**src/rtl/fifo_wr_ctrl.sv**
```systemverilog
// Write-side controller of the asynchronous FIFO: write pointers, memory write strobe,
// and look-ahead full / almost-full / fill-count / sticky-overflow flags.
module fifo_wr_ctrl #(
    parameter int unsigned ADD_WIDTH    = 4,
    parameter int unsigned AFULL_THRESH = 12
) (
    input  logic                 wr_clk,
    input  logic                 wr_rst,
    input  logic                 wr_inc,
    input  logic                 wr_ovf_clr,
    input  logic [ADD_WIDTH:0]   rd_ptr,
    output logic                 wr_en,
    output logic [ADD_WIDTH-1:0] wr_addr,
    output logic [ADD_WIDTH:0]   wr_ptr,
    output logic                 wr_full,
    output logic                 wr_afull,
    output logic [ADD_WIDTH:0]   wr_count,
    output logic                 wr_ovf
);

    localparam int unsigned PW = ADD_WIDTH + 1;
    localparam logic [ADD_WIDTH:0] AFULL_LIM = PW'(AFULL_THRESH);

    logic [ADD_WIDTH:0] wr_bin;
    logic [ADD_WIDTH:0] bin_next;
    logic [ADD_WIDTH:0] gray_next;
    logic [ADD_WIDTH:0] rd_bin;
    logic [ADD_WIDTH:0] count_next;
    logic [ADD_WIDTH:0] full_gray;
    logic               full_next;
    logic               afull_next;

    assign wr_en   = wr_inc & ~wr_full;
    assign wr_addr = wr_bin[ADD_WIDTH-1:0];

    // Gray-to-binary of the synchronised read pointer (XOR prefix from the MSB down)
    always_comb begin
        rd_bin            = '0;
        rd_bin[ADD_WIDTH] = rd_ptr[ADD_WIDTH];
        for (int i = int'(ADD_WIDTH) - 1; i >= 0; i--) begin
            rd_bin[i] = rd_bin[i+1] ^ rd_ptr[i];
        end
    end

    // Next-state view including this cycle's write, so full asserts with the last write
    always_comb begin
        bin_next   = wr_bin + PW'(wr_en);
        gray_next  = (bin_next >> 1) ^ bin_next;
        full_gray  = {~rd_ptr[ADD_WIDTH:ADD_WIDTH-1], rd_ptr[ADD_WIDTH-2:0]};
        full_next  = (gray_next == full_gray);
        count_next = bin_next - rd_bin;
        afull_next = (count_next >= AFULL_LIM);
    end

    always_ff @(posedge wr_clk) begin
        if (wr_rst) begin
            wr_bin   <= '0;
            wr_ptr   <= '0;
            wr_full  <= 1'b0;
            wr_afull <= 1'b0;
            wr_count <= '0;
            wr_ovf   <= 1'b0;
        end else begin
            wr_bin   <= bin_next;
            wr_ptr   <= gray_next;
            wr_full  <= full_next;
            wr_afull <= afull_next;
            wr_count <= count_next;
            // A rejected write outranks a simultaneous clear
            if (wr_inc && wr_full) begin
                wr_ovf <= 1'b1;
            end else if (wr_ovf_clr) begin
                wr_ovf <= 1'b0;
            end
        end
    end

endmodule

```
**config.mk**
```make
export PLATFORM = sky130hd
export DESIGN_NAME = fifo_wr_ctrl
export DESIGN_NICKNAME = d
export VERILOG_FILES = /design/src/rtl/fifo_wr_ctrl.sv
export SDC_FILE = /design/constraint.sdc
export NUM_CORES = 1
export LEC_CHECK = 0
export CORE_MARGIN = 1
export CORE_UTILIZATION = 47
export CTS_BUF_LIST = sky130_fd_sc_hd__clkbuf_4
export DETAILED_ROUTE_END_ITERATION = 7
export PLACE_DENSITY = 0.89
export SETUP_SLACK_MARGIN = 0.05
export SYNTH_ARGS = -nofsm -noshare
export SYNTH_HDL_FRONTEND = slang
export SYNTH_SLANG_ARGS = --single-unit
export TNS_END_PERCENT = 30
```
**constraint.sdc**
```tcl
create_clock -name wr_clk -period 3.3 [get_ports wr_clk]
set_input_delay 0.495 -clock wr_clk [delete_from_list [all_inputs] [get_ports wr_clk]]
set_output_delay 0.495 -clock wr_clk [all_outputs]
set_load 0.1 [all_outputs]
```
==> impl_metrics.toml <==
[run_status]
outcome = "completed"

[die]
die-area_um2 = 1980
start_util_pct = 49.8
dieWidth_um = 44.5
coreArea_um2 = 1710
io_pins = 27
dieHeight_um = 44.5
num_rows = 15

[cells_and_area]
fin_nets = 136
utilization_pct = 69.1
drive_gt1_share_pct = 9.24
n_fill_cell = 135
antenna_cells = 0
area_growth_pct = 38.7

[critical_path]
crit_slowest_cell = "clkdlybuf4s50_1"
crit_family = "XOR/XNOR gates"
path_cells = "clkdlybuf4s50_1 -> xnor2_1 -> xor2_1 -> xor2_1 -> xnor2_1 -> ha_1 -> fa_1 -> nor2b_1 -> o21ai_0 -> a21o_1 -> a21oi_1 -> a21o_1"
arrival_ns = 3.28
crit_buf_inv = 1
path_max_fanout = 3
end_kind = "register"
cp-start-kind = "input pin"
cpPeakStageDelay_ns = 0.45
cp.required_ns = 3.53
crit_type = "input pin to register"

[timing]
tightest_slew_ns = 0.976
slew_headroom_pct = 34.7
hold_ws_ns = 0.474
setup_viol = 0
min_period_ns = 3.05
post-route-period-util_pct = 92.5
drv_slew = 0
tns_ns = 0
fin_skew_ns = 0.00220
rsz0062_at_grt = "false"
hold_violations = 0
worst_slack_ns = 0.248
fmax_mhz = 328

[worst_hold_path]
worstHoldPathType = "register to register"

[clocking]
clkSinkCount = 17
clkSlewWorstSetupHoldPaths_ns = 0.09
ctsHoldBuffers = 0
cts_setup_buffers = 0
clock_latency_ns = 0.28
cts_tree = "done"
root_buffer = "clkbuf_4"
cts_buffers = 3
ctsResizeCount = 0
htree_levels = 1
clock_path_buffers = 2

[synthesis]
seq_area_frac_synth_pct = 40.0
ys.warnings.count = 0
syn_area_um2 = 851
syn_avg_cell_area_um2 = 9.56
ys_types = 24
synthesis.nets = 105
synth_top_area_share_pct = 40.0
synth_area_leaders = "dfxtp_1, xnor2_1, ha_1, xor2_1, nor2_1"
ys_seq_elements = 17
syn-instance-count = 89
yosysTopAreaCell = "dfxtp_1"

[detailed_routing]
firstDrtPassIters = 6
vias_per_cell = 4.79
dr_total_vias = 690
drc = 0
finalWirelength_mm = 1.55
drtAntennaViolNets = 0
wl_per_cell_um = 10.8
drt_iter0_markers = 12

[placed_design]
portBuffers = 26
dpl.hpwl_mm = 1.25
pre_cts_slack_ns = -0.0670
gp_congestion = 0.759

[grt]
grt_usage_pct = 18.6
grt_max_degree = 17
grt-ovfl-total = 0
antenna_found_initial = 0
grt_pass1_vias = 651
grt_pass1_wl_mm = 2.67

[flow_run]
timing.max_cap.violations = 0

[power_and_ir_drop]
ir_worst_vdd_uv = 379
p_leak_uw = 0.000510
power.density_nw_per_um2 = 595
## per-stage QoR
| stage | total power (µW) | area, µm² | cells |
|---|---|---|---|
| finish | 702 | 1180 | 144 |
| global route | 733 | 1180 | 144 |
| CTS | 707 | 1180 | 144 |
| detailed placement | 591 | 1150 | 140 |
| global placement | 583 | 1150 | 140 |
| floorplan | 511 | 860 | 89 |
## layout make-up
class	instances	area (µm²)	area share (%)
tap	25	31.3	2.65
sequential	17	342	29.0
multi-input combinational	66	495	42.0
inverter	5	18.8	1.59
clock buffer	4	30.0	2.55
timing repair buffer	27	263	22.3
## power breakdown
group	internal, µW	total, µW	switching, µW
registers	229	237	8.09
clock network	55.1	116	61.4
logic	98.4	349	250
## flip-flops by register name, indices dropped and copies added, names as in the netlist
| register | count |
|---|---|
| wr_afull | 1 |
| wr_bin | 4 |
| wr_count | 5 |
| wr_full | 1 |
| wr_ovf | 1 |
| wr_ptr | 5 |
## cell usage in the layout, fill, tap and decap left out
master           instances
nand2_1                  3
and3_1                   1
nor2b_4                  1
fa_1                     1
nor3_1                   2
ha_1                     6
and2_1                   1
o211a_1                  1
a21bo_2                  1
inv_1                    5
xor2_1                   6
xor2_2                   1
o21a_1                   1
nand3_1                  3
clkbuf_4                 4
dfxtp_2                  1
nand2b_1                 1
o21ai_0                  1
a2bb2oi_1                1
nor2_1                  11
a21oi_1                  3
nor2b_1                  5
xnor2_1                 12
nand4_1                  1
dfxtp_1                 16
a21o_1                   3
clkdlybuf4s50_1         24
buf_4                    3
## synthesized netlist by cell type
master and n:
dfxtp_1 17, a21oi_1 3, inv_1 5, fa_1 1
clkbuf_1 1, xnor2_1 12, nor2_1 11, nand3_1 3
and3_1 1, o21ai_0 1, a21bo_2 1, nor2b_1 6
and2_1 1, xor2_1 6, a2bb2oi_1 1, nand4_1 1
a21o_1 3, ha_1 6, nand2b_1 1, nand2_1 3
nor3_1 2, xor2_2 1, o211a_1 1, o21a_1 1
## worst register-to-register path: stages, from the launching register on
cell and delay, ns:
dfxtp_2 0.37, nor2b_4 0.05, ha_1 0.23, ha_1 0.43, inv_1 0.12, fa_1 0.45, nor2b_1 0.17, o21ai_0 0.12
a21o_1 0.19, a21oi_1 0.16, a21o_1 0.12
## worst paths after layout
kind	slack, ns	startpoint	endpoint	depth (start not counted)
max	0.25	rd_ptr[4]	wr_afull	12
min	0.47	wr_ovf	wr_ovf	2
max reg2reg	0.86	wr_full	wr_afull	10
min reg2reg	0.47	wr_ovf	wr_ovf	2
## layer usage
layer / global-route usage [%] / wire (µm)
met1: 21.8 / 687
met2: 32.1 / 802
met3: 2.86 / 52
met4: 10.3 / 10
met5: 0 / 0
## kinds of logic after synthesis
family | Yosys count | synth area share, %
xor gates and xnor gates | 19 | 20.4
adders and majority gates | 7 | 11.2
buffers and inverters | 6 | 2.65
and+or+nand+nor | 29 | 16.5
AOI/OAI and AO/OA | 11 | 9.26
DFF | 17 | 40.0
No activity file was read; power rests on OpenSTA's default activity.
